===== src/rtl/subleq_core_if.sv =====
// subleq_core_if
//  RAM port bundle between the SUBLEQ sequencer and its 8x256 1r1w RAM.
//  master (core side) : drives radr, wadr, wdata, wen; receives rdata
//  slave  (RAM side)  : receives radr, wadr, wdata, wen; drives rdata
//  radr   8  read address, sampled by the RAM on posedge
//  rdata  8  read data, valid the cycle after radr was sampled
//  wadr   8  write address
//  wdata  8  write data
//  wen    1  write enable, single-cycle pulse
interface subleq_core_if;
  logic [7:0] radr;
  logic [7:0] rdata;
  logic [7:0] wadr;
  logic [7:0] wdata;
  logic       wen;

  modport master (
    output radr,
    output wadr,
    output wdata,
    output wen,
    input  rdata
  );

  modport slave (
    input  radr,
    input  wadr,
    input  wdata,
    input  wen,
    output rdata
  );
endinterface


===== src/rtl/subleq_core.sv =====
// subleq_core
//  Sequencer/datapath for the SUBLEQ CPU. Executes "SUBLEQ A,B,C":
//  mem[B] <= mem[B]-mem[A]; branch to C when the signed result is <= 0,
//  otherwise advance pc by 3. One instruction takes six cycles (FA..WB).
// Ports
//  clk        in   1      system clock, posedge
//  rst_n      in   1      asynchronous active-low reset
//  start_i    in   1      pulse: from IDLE/HALT load START_PC, clear counter, run
//  stop_i     in   1      level: park in IDLE at the next instruction boundary
//  ram        master      RAM read/write port bundle (subleq_core_if)
//  pc_o       out  8      current instruction address
//  busy_o     out  1      high in any execute state
//  halted_o   out  1      high in HALT
//  inst_cnt_o out  CNT_W  retired instructions since last start, saturating
module subleq_core #(
  parameter logic [7:0]  START_PC = 8'h00,
  parameter logic [7:0]  HALT_ADR = 8'hFF,
  parameter int unsigned CNT_W    = 16
) (
  input  logic              clk,
  input  logic              rst_n,
  input  logic              start_i,
  input  logic              stop_i,
  subleq_core_if.master     ram,
  output logic [7:0]        pc_o,
  output logic              busy_o,
  output logic              halted_o,
  output logic [CNT_W-1:0]  inst_cnt_o
);

  typedef enum logic [2:0] {
    S_IDLE, S_FA, S_FB, S_FC, S_FM, S_FN, S_WB, S_HALT
  } state_e;

  localparam logic [CNT_W-1:0] CNT_ONE = {{(CNT_W-1){1'b0}}, 1'b1};

  state_e           state_q, state_d;
  logic [7:0]       pc_q, pc_d;
  logic [7:0]       a_q, a_d;
  logic [7:0]       b_q, b_d;
  logic [7:0]       c_q, c_d;
  logic [7:0]       ma_q, ma_d;
  logic [CNT_W-1:0] cnt_q, cnt_d;

  // In WB, rdata holds mem[B] (fetched in FN); ma holds mem[A].
  logic [7:0] res;
  logic       taken;
  assign res   = ram.rdata - ma_q;
  assign taken = res[7] | (res == 8'h00);

  always_ff @(posedge clk or negedge rst_n) begin
    if (!rst_n) begin
      state_q <= S_IDLE;
      pc_q    <= START_PC;
      a_q     <= 8'h00;
      b_q     <= 8'h00;
      c_q     <= 8'h00;
      ma_q    <= 8'h00;
      cnt_q   <= '0;
    end else begin
      state_q <= state_d;
      pc_q    <= pc_d;
      a_q     <= a_d;
      b_q     <= b_d;
      c_q     <= c_d;
      ma_q    <= ma_d;
      cnt_q   <= cnt_d;
    end
  end

  always_comb begin
    state_d   = state_q;
    pc_d      = pc_q;
    a_d       = a_q;
    b_d       = b_q;
    c_d       = c_q;
    ma_d      = ma_q;
    cnt_d     = cnt_q;
    ram.radr  = pc_q;
    ram.wen   = 1'b0;
    ram.wadr  = 8'h00;
    ram.wdata = 8'h00;

    case (state_q)
      S_IDLE: begin
        // stop has priority, so start&stop together keeps the core parked.
        if (start_i && !stop_i) begin
          state_d = S_FA;
          pc_d    = START_PC;
          cnt_d   = '0;
        end
      end
      S_FA: begin
        state_d = S_FB;
      end
      S_FB: begin
        a_d      = ram.rdata;
        ram.radr = pc_q + 8'd1;
        state_d  = S_FC;
      end
      S_FC: begin
        b_d      = ram.rdata;
        ram.radr = pc_q + 8'd2;
        state_d  = S_FM;
      end
      S_FM: begin
        c_d      = ram.rdata;
        ram.radr = a_q;
        state_d  = S_FN;
      end
      S_FN: begin
        ma_d     = ram.rdata;
        ram.radr = b_q;
        state_d  = S_WB;
      end
      S_WB: begin
        // The write lands on this edge; the following FA re-reads memory,
        // so self-modifying code sees fresh data without forwarding.
        ram.wen   = 1'b1;
        ram.wadr  = b_q;
        ram.wdata = res;
        pc_d      = taken ? c_q : pc_q + 8'd3;
        cnt_d     = (&cnt_q) ? cnt_q : cnt_q + CNT_ONE;
        if (taken && (c_q == HALT_ADR)) begin
          state_d = S_HALT;
        end else if (stop_i) begin
          state_d = S_IDLE;
        end else begin
          state_d = S_FA;
        end
      end
      S_HALT: begin
        if (start_i) begin
          state_d = S_FA;
          pc_d    = START_PC;
          cnt_d   = '0;
        end
      end
      default: begin
        state_d = S_IDLE;
      end
    endcase
  end

  assign pc_o       = pc_q;
  assign busy_o     = (state_q != S_IDLE) && (state_q != S_HALT);
  assign halted_o   = (state_q == S_HALT);
  assign inst_cnt_o = cnt_q;

endmodule


===== src/flat_wrapper.sv =====
// flat-port wrapper written by rule: the top's interface ports become plain ports
module subleq_core_flat 
#(
  parameter logic [7:0]  START_PC = 8'h00,
  parameter logic [7:0]  HALT_ADR = 8'hFF,
  parameter int unsigned CNT_W    = 16
)
  (clk, rst_n, start_i, stop_i, pc_o, busy_o, halted_o, inst_cnt_o, ram_radr, ram_wadr, ram_wdata, ram_wen, ram_rdata);
  subleq_core_if ram_i ();
  input  logic clk;
  input  logic rst_n;
  input  logic start_i;
  input  logic stop_i;
  output logic [7:0] pc_o;
  output logic busy_o;
  output logic halted_o;
  output logic [CNT_W-1:0] inst_cnt_o;
  output wire logic [$bits(ram_i.radr)-1:0] ram_radr;
  output wire logic [$bits(ram_i.wadr)-1:0] ram_wadr;
  output wire logic [$bits(ram_i.wdata)-1:0] ram_wdata;
  output wire logic [$bits(ram_i.wen)-1:0] ram_wen;
  input wire logic [$bits(ram_i.rdata)-1:0] ram_rdata;
  assign ram_radr = ram_i.radr;
  assign ram_wadr = ram_i.wadr;
  assign ram_wdata = ram_i.wdata;
  assign ram_wen = ram_i.wen;
  assign ram_i.rdata = ram_rdata;
  subleq_core #(.START_PC(START_PC), .HALT_ADR(HALT_ADR), .CNT_W(CNT_W)) u_core (.clk(clk), .rst_n(rst_n), .start_i(start_i), .stop_i(stop_i), .ram(ram_i), .pc_o(pc_o), .busy_o(busy_o), .halted_o(halted_o), .inst_cnt_o(inst_cnt_o));
endmodule

===== config.mk =====
export PLATFORM = sky130hd
export DESIGN_NAME = subleq_core_flat
export DESIGN_NICKNAME = d
export VERILOG_FILES = /design/src/rtl/subleq_core_if.sv /design/src/rtl/subleq_core.sv /design/src/flat_wrapper.sv
export SDC_FILE = /design/constraint.sdc
export NUM_CORES = 1
export LEC_CHECK = 0
export CAP_MARGIN = 40
export CORE_MARGIN = 3
export CORE_UTILIZATION = 58
export CTS_CLUSTER_DIAMETER = 100
export DETAILED_ROUTE_END_ITERATION = 8
export GPL_TIMING_DRIVEN = 0
export PLACE_DENSITY = 0.85
export SETUP_SLACK_MARGIN = 0.15
export SLEW_MARGIN = 20
export SYNTH_ARGS = -nofsm -noshare
export SYNTH_HDL_FRONTEND = slang
export SYNTH_SLANG_ARGS = --single-unit

===== constraint.sdc =====
create_clock -name clk -period 4.65 [get_ports clk]
set_input_delay 0.465 -clock clk [delete_from_list [all_inputs] [get_ports clk]]
set_output_delay 0.465 -clock clk [all_outputs]
set_load 0.01 [all_outputs]

# Word level (Yosys, flattened, before mapping)
# Index checks and enable logic that the tools add are counted.
[word_totals] regBits=59 latchBits=0 ramBits=0 romBits=0 in_bits=12 output_inout_bits=51 n_memories=0
[op_classes] addsub=5 n_mul=0 div_mod_pow=0 magnitude_cmp=0 n_eq_ne=12 shift=0 mux=17 bitwise_logic=1 n_reduce_logical=12
[ops] op="$mux W16" count=3
[ops] op="$pmux W16 S3" count=1
[ops] op="$mux W8" count=5
[ops] op="$pmux W8 S4" count=1
[ops] op="$pmux W3 S8" count=1
[ops] op="$pmux W8 S3" count=1
[ops] op="$add A16 B1 Y16 const B" count=1
[ops] op="$add A8 B2 Y8 const B" count=2
[ops] op="$reduce_and A16 Y1" count=1
[ops] op="$eq A3 B3 Y1 const B" count=4
[ops] op="$mux W3" count=3
[ops] op="$add A8 B1 Y8 const B" count=1
[ops] op="$eq A8 B8 Y1 const B" count=1
[ops] op="$logic_not A8 Y1" count=1
[ops] op="$sub A8 B8 Y8" count=1
[ops] op="$eq A3 B2 Y1 const B" count=2
[ops] op="$reduce_bool A3 Y1" count=2
[ops] op="$ne A2 B2 Y1 const B" count=2
[ops] op="$reduce_and A4 Y1" count=1
[ops] op="$eq A3 B1 Y1 const B" count=1
[ops] op="$logic_and A1 B1 Y1" count=3
[ops] op="$logic_not A3 Y1" count=1
[ops] op="$ne A3 B3 Y1 const B" count=1
[ops] op="$reduce_and A3 Y1" count=1
[ops] op="5 further kinds" count=6

# Longest topological paths before layout
# Gate-level depths: netlist of run 1.
[depth] ltp_word=6 ltp_mapped=11 depth_no_buf=10

# Worst setup path after synthesis of run 1
# Ideal clock, no wire load.
[synth_timing] kind="input-to-reg" start="in ram_rdata[0]" end="reg u_core.pc_q[2], in the netlist u_core.pc_o[2]" setup_ns=0.139 arrival_ns=2.534 t_required_ns=4.511 slack_ns=1.977 stages=11 path_buffers=1 cell_sequence="inv_1 > ha_1 > inv_1 > fa_1 > a211oi_1 > o21bai_1 > a221oi_1 > o211ai_1 > clkbuf_1 > a32oi_1 > o211ai_1"
[synth_between] elab_chain_len=5
[synth_lines] item="from (decl)" line="flat_wrapper.sv:22" rtl="input wire logic [$bits(ram_i.rdata)-1:0] ram_rdata;"
[synth_lines] item="$sub A8 B8 Y8 *" line="subleq_core.sv:48" rtl="assign res = ram.rdata - ma_q;"
[synth_lines] item="$logic_not A8 Y1" line="subleq_core.sv:49" rtl="assign taken = res[7] | (res == 8'h00);"
[synth_lines] item="$or A1 B1 Y1 *" line="subleq_core.sv:49"
[synth_lines] item="$mux W8 *" line="subleq_core.sv:122" rtl="pc_d = taken ? c_q : pc_q + 8'd3;"
[synth_lines] item="$pmux W8 S3 *" line="subleq_core.sv:84" rtl="case (state_q)"
[synth_lines] item="to (signal assigned)" line="subleq_core.sv:62" rtl="pc_q <= pc_d;"
[synth_lines] item="to (decl)" line="subleq_core.sv:38" rtl="logic [7:0] pc_q, pc_d;"
# Every way passes the cells marked *; elsewhere a longest branch is shown, timed or not.
# A chain may end at the register's enable or synchronous reset.

# Final worst setup path of run 1
[layout_timing] start="in ram_rdata[1]" end="out ram_wdata[7]"
[layout_between] elab_chain_len=2
[layout_lines] item="$sub A8 B8 Y8" line="subleq_core.sv:48"
[layout_lines] item="$mux W8" line="subleq_core.sv:84"
[layout_lines] item="to (decl)" line="flat_wrapper.sv:20" rtl="output wire logic [$bits(ram_i.wdata)-1:0] ram_wdata;"
# No other way between the ends.

==> flow_summary.toml, run 1 <==
[global_routing]
grtUsageMet3_pct = 4.47
grt_pass1_vias = 3390
grt_overflow = 0
grt_pass1_wl_um = 16800
use_met1_pct = 39.8
use_met2_pct = 43.5
grt_busiest_layer = "met2"
grt_max_degree = 54
grt_usage_pct = 28.5
antenna_found_initial = 0

[cells_and_area]
nNetsFinal = 503
syn_to_final_growth_pct = 25.5
fill_cells = 430
drive_above_1_share_pct = 7.68
antennaDiodeCount = 0

[cts]
post-cts-setup-buffers = 0
cts-buffers-inserted = 9
cts_tree = "done"
htreeDepth = 3
cts_max_path_buffers = 2
path_clk_slew_ns = 0.07
root_buffer = "clkbuf_8"
cts_resized = 0
clock_sinks = 59
insertion_delay_ns = 0.33

[floorplan]
coreArea_um2 = 6100
ios = 63
rows = 28
die_y_um = 86.5
die-area_um2 = 7480
die-width_um = 86.5
start_util_pct = 61.7

[synth]
synth_seq_area_share_pct = 39.3
synthCells = 402
syn-num-nets = 428
async_reset_ff_share_pct = 100
syn_avg_cell_area_um2 = 9.35
synth_flop_cell = "dfrtp_1"
yosysWarnings = 0
synth.distinct_cells = 59
synth_edf_count = 0
netlist_area_um2 = 3760
synth_seq_cells = 59

[timing]
maxSlewViolCount = 0
worst_pin_slew_ns = 0.595
layout_setup_ws_ns = 0.948
tns_ns = 0
period_share_pct = 79.6
fmax_mhz = 270
relSlewSlack_pct = 60.3
fin_skew_ns = 0.0101
fin_hold_ws_ns = 0.493
fin_crit_ns = 3.70
setup_violations = 0
rsz0062_at_grt = "no"
hold_viol_final = 0

[route]
routed_wl_um = 10300
vias = 3619
route.antenna.remaining_nets = 0
drt_pre_antenna_iters = 5
drtIter0Drc = 315
drcViolationCount = 0
wire_per_inst_um = 18.4
vias_per_cell = 6.50

[power]
power_density_nw_per_um2 = 635
ir_worst_vdd_mv = 0.382
cellLeakagePower_nw = 1.93

[setup_path]
start_kind = "input port"
cp_cell_sequence = "clkdlybuf4s50_1 -> ha_1 -> nor2b_1 -> o2111a_1 -> o21a_1 -> o211a_1 -> clkbuf_1 -> nor2_1 -> clkdlybuf4s50_1"
crit_required_ns = 4.18
cp_max_fo = 10
end_kind = "primary output"
critical_path_class = "input port to primary output"
critPathBufInv = 3
cp_slowest_cell = "clkdlybuf4s50_1"
cp_slowest_stage_delay_ns = 0.63
path_delay_family = "buffers and inverters"
path_common_cell = "clkdlybuf4s50_1"
worst-endpoint-arrival_ns = 3.24

[placement]
gp_congestion = 0.939
dpl.hpwl_um = 7230
dp_slack_ns = 0.995
port_buffers = 62

[hold_path]
hp-class = "input port to async pin"

[run_status]
status = "finished, final reports clean"

[job]
cap_violations = 0
## logic make-up after synthesis
logic type / count (synthesis) / share of synthesized area [%]
simple gates: 155 / 21.6
compound gates: 89 / 17.1
flops: 59 / 39.3
xor+xnor: 17 / 3.96
fa+ha+maj: 14 / 4.86
mux: 31 / 9.18
buf+inv: 37 / 4.09
## layout by cell type (no fill, tap or decap), types with 4 or more instances in the layout
| cell type | instances |
|---|---|
| and2_1 | 12 |
| mux2_1 | 19 |
| a21oi_1 | 9 |
| ha_1 | 13 |
| nand3_1 | 14 |
| a31oi_1 | 4 |
| clkbuf_8 | 9 |
| clkbuf_1 | 19 |
| nand3b_1 | 4 |
| nor4_1 | 4 |
| nor2b_1 | 8 |
| nor2_1 | 34 |
| a211oi_1 | 5 |
| xor2_1 | 8 |
| and3_1 | 6 |
| nand4_1 | 7 |
| o211ai_1 | 13 |
| nand2_1 | 33 |
| nor3_1 | 11 |
| a21o_1 | 5 |
| dfrtp_1 | 59 |
| nand2b_1 | 4 |
| inv_1 | 13 |
| nor3b_1 | 4 |
| a32oi_1 | 6 |
| xnor2_1 | 9 |
| clkdlybuf4s50_1 | 61 |
| o21ai_1 | 8 |
| o21ai_0 | 11 |
| mux2_2 | 9 |
## flip-flops by register name (all words and copies together) (netlist names)
name and cells:
u_core.state_q 3, u_core.pc_o 8, u_core.inst_cnt_o 16, u_core.ma_q 8, u_core.c_q 8, u_core.a_q 8
u_core.b_q 8
## final timing paths
check,start,to,slack [ns],cells after the start
setup / recovery,ram_rdata[1],ram_wdata[7],0.95,9
hold reg to reg,u_core.a_q[7]$_DFFE_PN0P_,u_core.a_q[7]$_DFFE_PN0P_,0.49,1
setup reg to reg,u_core.ma_q[0]$_DFFE_PN0N_,u_core.pc_o[2]$_DFFE_PN0P_,1.58,10
max in group asynchronous,rst_n,u_core.c_q[1]$_DFFE_PN0N_,3.67,3
min in group clk,u_core.a_q[7]$_DFFE_PN0P_,u_core.a_q[7]$_DFFE_PN0P_,0.49,1
hold / removal,rst_n,u_core.state_q[0]$_DFFE_PN0P_,0.49,2
## cells in the mapped netlist, drive strengths merged (2+ instances only)
cell type	count	share of area, %
o21ai	19	2.5
a21oi	9	1.2
nand2	33	3.3
a211oi	5	1.0
o21a	3	0.60
a221oi	2	0.47
nor3b	4	0.80
nand4	7	1.2
nor2	34	3.4
o2111ai	2	0.47
o221ai	2	0.47
nor3	14	2.3
o311ai	2	0.47
inv	15	1.5
clkbuf	17	1.7
a22oi	3	0.60
nor2b	8	1.3
a221o	3	0.80
a21o	5	1.0
nand2b	4	0.67
xnor2	9	2.1
o211a	2	0.53
nand3	14	1.9
mux2i	3	0.80
a32oi	6	1.4
and3	6	1.0
a31oi	4	0.67
nand3b	4	0.80
dfrtp	59	39
mux2	28	8.4
or3	3	0.50
nor4	5	1.0
xor2	8	1.9
o211ai	13	2.6
and4	2	0.47
or2	2	0.33
ha	13	4.3
and2	12	2.0
buf	5	0.90
## per-layer routing
layer / part of all wire (%) / up-vias
met5: 0 / -
met4: 3.4 / 0
met3: 7.9 / 38
met2: 46 / 208
met1: 43 / 1732
li1: - / 1641
## cell type report
class                      instances  area [um2]  area share (%)
tap                               75        93.8            1.99
clock inverter                     5        77.6            1.64
sequential                        59        1480            31.3
buffer                            22        97.6            2.07
timing repair buffer              64         656            13.9
inverter                          15        56.3            1.19
multi-input combinational        306        2130            45.1
clock buffer                      11         131            2.78
## stage by stage
| stage | cell area (um2) | utilization, % | instances | total power (W) |
|---|---|---|---|---|
| 4_1_cts | 4720 | 77.4 | 557 | 0.00298 |
| 6_report | 4720 | 77.4 | 557 | 0.00300 |
| 3_3_place_gp | 4470 | 73.4 | 539 | 0.00241 |
| 5_1_grt | 4720 | 77.4 | 557 | 0.00319 |
| 3_5_place_dp | 4500 | 73.8 | 540 | 0.00246 |
| 2_1_floorplan | 3760 | - | 402 | 0.00187 |
## power by group
| group | switching [W] | internal [W] |
|---|---|---|
| sequential | 0.000180 | 0.000713 |
| combinational | 0.000874 | 0.000730 |
| clock | 0.000201 | 0.000300 |
| total | 0.00125 | 0.00174 |
## timing repair
action | 4_1_cts | 5_1_grt
hold buffers | 1 | 0
endpoints found under the hold margin | 6 | 0
setup endpoints to repair | 0 | 0
(Power assumes the default switching activity.)
==> inputs of run 2 (changes only) <==
CORE_UTILIZATION = 49   (was 58)
PLACE_DENSITY = 0.76   (was 0.85)
clock period = 3.05 ns   (was 4.65 ns; I/O delays follow)
==> run 2 against run 1 <==
Utilization fell by 11 points; final area rose by 3.3%; count of clock-buffer cells in the layout fell by 2; combinational power rose by 63%; clock skew rose by 0.0067 ns; clock power rose by 47%; largest cell class unchanged; sequential share of layout area fell by 0.99 points.
==> flow_summary.toml, run 2 (same netlist as run 1, synthesis figures left out) <==
[run_status]
status = "finished, final reports clean"

[global_routing]
grt_max_degree = 57
grt_pass1_wl_um = 17200
antenna_found_initial = 0
grt_overflow = 0
use_met1_pct = 36.7
use_met2_pct = 37.4
grtUsageMet3_pct = 3.22
grt_busiest_layer = "met2"
grt_pass1_vias = 3333
grt_usage_pct = 25.2

[cts]
path_clk_slew_ns = 0.08
cts_tree = "done"
clock_sinks = 59
insertion_delay_ns = 0.35
cts_max_path_buffers = 2
htreeDepth = 3
cts-buffers-inserted = 9
root_buffer = "clkbuf_8"

[timing]
period_share_pct = 91.5
rsz0062_at_grt = "yes"
fin_hold_ws_ns = 0.288
setup_violations = 0
fmax_mhz = 358
fin_crit_ns = 2.79
worst_pin_slew_ns = 0.518
maxSlewViolCount = 0
relSlewSlack_pct = 65.5
fin_skew_ns = 0.0168
hold_viol_final = 0

[floorplan]
rows = 31
ios = 63
die-area_um2 = 8760
die_y_um = 93.6
start_util_pct = 51.3
coreArea_um2 = 7330
die-width_um = 93.6

[cells_and_area]
antennaDiodeCount = 0
drive_above_1_share_pct = 15.2
nNetsFinal = 509
final_common_cell = "dfrtp_1"
largest_reg_flops = 16
fin_area_um2 = 4880
syn_to_final_growth_pct = 29.7
fin_cells = 587
fin_util_pct = 66.5
final_cell_mix = "dfrtp_1 (58), clkdlybuf4s50_1 (53), nor2_1 (34), nand2_1 (32), mux2_1 (19)"

[placement]
place_area_um2 = 4530
dpl.hpwl_um = 7390
port_buffers = 62
gp_congestion = 0.945
placedCellCount = 564

[job]
cap_violations = 0

[power]
power_w = 0.00472
ir_worst_vdd_mv = 0.453
cellLeakagePower_nw = 2.05
power_density_nw_per_um2 = 969

[setup_path]
cp_cell_sequence = "buf_6 -> clkbuf_2 -> and2_1 -> buf_2 -> a32oi_1 -> o211ai_1 -> clkdlybuf4s50_1"
end_kind = "primary output"
critical_path_class = "flip-flop to primary output"
crit_required_ns = 2.74
start_kind = "flip-flop"
worst-endpoint-arrival_ns = 2.49
cp_slowest_cell = "clkdlybuf4s50_1"
cp_max_fo = 10
cp_slowest_stage_delay_ns = 0.51

[route]
vias_per_cell = 6.07
drt_pre_antenna_iters = 5
wire_per_inst_um = 18.1
drtIter0Drc = 276
drcViolationCount = 0
route.antenna.remaining_nets = 0
vias = 3561
routed_wl_um = 10600

[hold_path]
hp-class = "input port to async pin"
## run 2: stage by stage
stage	TNS [ns]	worst slack [ns]
3_5_place_dp	-3.61	-0.408
6_report	0	0.259
3_3_place_gp	-16.05	-0.316
5_1_grt	0	0.0952
4_1_cts	0	0.163
2_1_floorplan	0	0.537
## run 2: worst max-delay path, delay by kind of cell (launching register included)
family | cells | cell delay, ns
simple gates | 1 | 0.22
compound gates | 2 | 0.49
buf+inv | 4 | 1.03
flops | 1 | 0.39
## run 2: per-layer routing
metal	routed length (um)	part of all wire [%]	vias up
met1	4670	44	1725
met2	4850	46	172
met5	0	0	-
li1	-	-	1641
met3	791	7.5	23
met4	290	2.7	0
## run 2: cell type report
cell class | count | area, um2
Buffer | 22 | 123
Fill cell | 579 | 2450
Tap cell | 99 | 124
Inverter | 15 | 56.3
Clock buffer | 9 | 124
Clock inverter | 7 | 78.8
Sequential cell | 59 | 1480
Timing Repair Buffer | 70 | 698
Multi-Input combinational cell | 306 | 2190
## run 2: where the power goes
part	internal, W	switching, W	total (W)
sequential	0.00109	0.000290	0.00138
clock	0.000381	0.000359	0.000740
combinational	0.00121	0.00139	0.00261
total	0.00268	0.00204	0.00472
## run 2: worst paths after layout
check / from / end / slack [ns] / cells past startpoint
max: u_core.state_q[2]$_DFFE_PN0P_ / ram_radr[5] / 0.26 / 7
min: rst_n / u_core.inst_cnt_o[14]$_DFFE_PN0P_ / 0.29 / 2
max reg2reg: u_core.ma_q[0]$_DFFE_PN0N_ / u_core.pc_o[2]$_DFFE_PN0P_ / 0.38 / 10
min reg2reg: u_core.a_q[1]$_DFFE_PN0P_ / u_core.a_q[1]$_DFFE_PN0P_ / 0.49 / 1
max in group asynchronous: rst_n / u_core.pc_o[2]$_DFFE_PN0P_ / 2.25 / 3
min in group clk: u_core.a_q[1]$_DFFE_PN0P_ / u_core.a_q[1]$_DFFE_PN0P_ / 0.49 / 1
## run 2: timing repair
action	CTS	global route
hold buffers	1	0
setup endpoints to repair	31	13
endpoints found under the hold margin	45	0
buffers inserted	5	1
gates resized for setup	28	21
pin swaps	2	3
==> inputs of run 3 (changes only) <==
CELL_PAD_IN_SITES_DETAIL_PLACEMENT = 1   (was unset)
CELL_PAD_IN_SITES_GLOBAL_PLACEMENT = 1   (was unset)
CORE_UTILIZATION = 37   (was 49)
PLACE_DENSITY = 0.74   (was 0.76)
==> run 3 against run 2 <==
Worst setup slack worse by 0.039 ns; cell count is 5.6% higher; critical path depth is 2 lower; routed wire length is 12% higher; total power is 2.7% higher; first-iteration DRC count is 59% lower; combinational power is 2% higher; sequential share of layout area is 0.42 points lower; critical endpoint is now ram_wdata[5]; highest routed layer unchanged.
==> flow_summary.toml, run 3 (same netlist as run 1, synthesis figures left out) <==
[power]
ir_worst_vdd_mv = 0.357
p_int_w = 0.00281
power_frac_seq_pct = 28.2
switching_share_pct = 42.0
cellLeakagePower_nw = 2.05
p_comb_share_pct = 54.9
power_density_nw_per_um2 = 981
power_w = 0.00485
clkPwrFrac_pct = 16.9
power_switching_w = 0.00204

[placement]
port_buffers = 62
dpl.hpwl_um = 8880
gp_congestion = 0.864

[timing]
hold_viol_final = 0
period_share_pct = 92.8
worst_pin_slew_ns = 0.745
fin_crit_ns = 2.83
setup_violations = 0
rsz0062_at_grt = "yes"
tns_ns = 0
maxSlewViolCount = 0
fin_skew_ns = 0.0128
fmax_mhz = 353
relSlewSlack_pct = 50.3
fin_hold_ws_ns = 0.386

[cts]
insertion_delay_ns = 0.35
root_buffer = "clkbuf_8"
cts_tree = "done"
path_clk_slew_ns = 0.07
cts-buffers-inserted = 9
cts_max_path_buffers = 2
clock_sinks = 59
htreeDepth = 3

[floorplan]
coreArea_um2 = 9820
rows = 36
ios = 63
die_y_um = 107
start_util_pct = 38.3
die-width_um = 107
die-area_um2 = 11400

[global_routing]
grt_usage_pct = 21.9
grt_pass1_vias = 3603
grt_overflow = 0
antenna_found_initial = 0
grt_max_degree = 45
grt_pass1_wl_um = 19500

[cells_and_area]
multi_input_area_um2 = 2200
nNetsFinal = 509
fill_cells = 1151
antennaDiodeCount = 0
final_common_cell = "dfrtp_1"
ff_latch_area_um2 = 1480
largest_reg_flops = 16
drive_above_1_share_pct = 14.8
final_cell_mix = "dfrtp_1 (58), clkdlybuf4s50_1 (54), nor2_1 (34), nand2_1 (32), mux2_1 (19)"
syn_to_final_growth_pct = 31.5

[route]
wire_per_inst_um = 19.1
drcViolationCount = 0
route.antenna.remaining_nets = 0
drt_pre_antenna_iters = 4
vias = 3467
routed_wl_um = 11900
vias_per_cell = 5.59
drtIter0Drc = 114

[job]
cap_violations = 0

[setup_path]
end_kind = "primary output"
worst-endpoint-arrival_ns = 2.53
critical_path_class = "flip-flop to primary output"
crit_required_ns = 2.74
cp_max_fo = 10
start_kind = "flip-flop"

[hold_path]
hp-class = "input port to async pin"

[run_status]
status = "finished, final reports clean"
[run 3: stage by stage]
stage | util, % | std cells | cell area [um2] | setup WS, ns
final | 50.4 | 620 | 4940 | 0.219
after global routing | 50.4 | 620 | 4940 | 0.0902
after detailed placement | 46.6 | 598 | 4570 | -0.491
after global placement | 46.3 | 597 | 4550 | -0.396
after floorplan | - | 402 | 3760 | 0.537
after CTS | 49.7 | 617 | 4880 | 0.105
[run 3: power by group through the flow]
| stage | sequential [W] | clock [W] | combinational (W) |
|---|---|---|---|
| floorplan | 0.00131 | 0 | 0.00154 |
| global placement | 0.00136 | 0 | 0.00241 |
| detailed placement | 0.00138 | 0 | 0.00250 |
| CTS | 0.00136 | 0.000845 | 0.00261 |
| global route | 0.00142 | 0.000881 | 0.00292 |
| finish | 0.00137 | 0.000818 | 0.00266 |
[run 3: area by class of cell]
cell class | count | area share [%]
plain buffers | 22 | 2.58
clock inverters | 4 | 1.49
repair buffers | 70 | 14.1
well taps | 133 | 3.37
clock buffers | 11 | 3.06
flip-flops and latches | 59 | 29.9
multi-input cells | 306 | 44.4
inverters | 15 | 1.14
[run 3: worst paths after layout]
path	startpoint	to	slack (ns)	cells past startpoint
max	u_core.state_q[0]$_DFFE_PN0P_	ram_wdata[5]	0.22	5
min	rst_n	u_core.state_q[0]$_DFFE_PN0P_	0.39	2
max reg2reg	u_core.ma_q[0]$_DFFE_PN0N_	u_core.pc_o[1]$_DFFE_PN0P_	0.45	11
min reg2reg	u_core.a_q[7]$_DFFE_PN0P_	u_core.a_q[7]$_DFFE_PN0P_	0.48	1
max in group asynchronous	rst_n	u_core.ma_q[7]$_DFFE_PN0N_	2.16	3
min in group clk	ram_rdata[4]	u_core.c_q[4]$_DFFE_PN0N_	0.46	2
[run 3: what timing repair did]
item / CTS / global route
pin swaps: 1 / 3
buffers inserted: 3 / 3
gates resized for setup: 27 / 24
endpoints found under the setup margin: 32 / 25
hold endpoints to repair: 15 / 0
cloned: 0 / 0
hold buffers: 1 / 0
[run 3: worst max-delay path: stages (launching register included)]
cell and delay (ns):
dfrtp_1 0.37, clkbuf_2 0.21, nand3b_1 0.33, clkbuf_1 0.40, nor3_1 0.29, clkdlybuf4s50_1 0.58
[run 3: per-layer routing]
metal	global-route usage (%)	wire length (um)	share of wire, %	up-vias
li1	-	-	-	1636
met1	31.1	5580	47	1726
met2	34.0	5530	47	90
met3	3.91	562	4.7	15
met4	6.58	206	1.7	0
met5	0	0	0	-
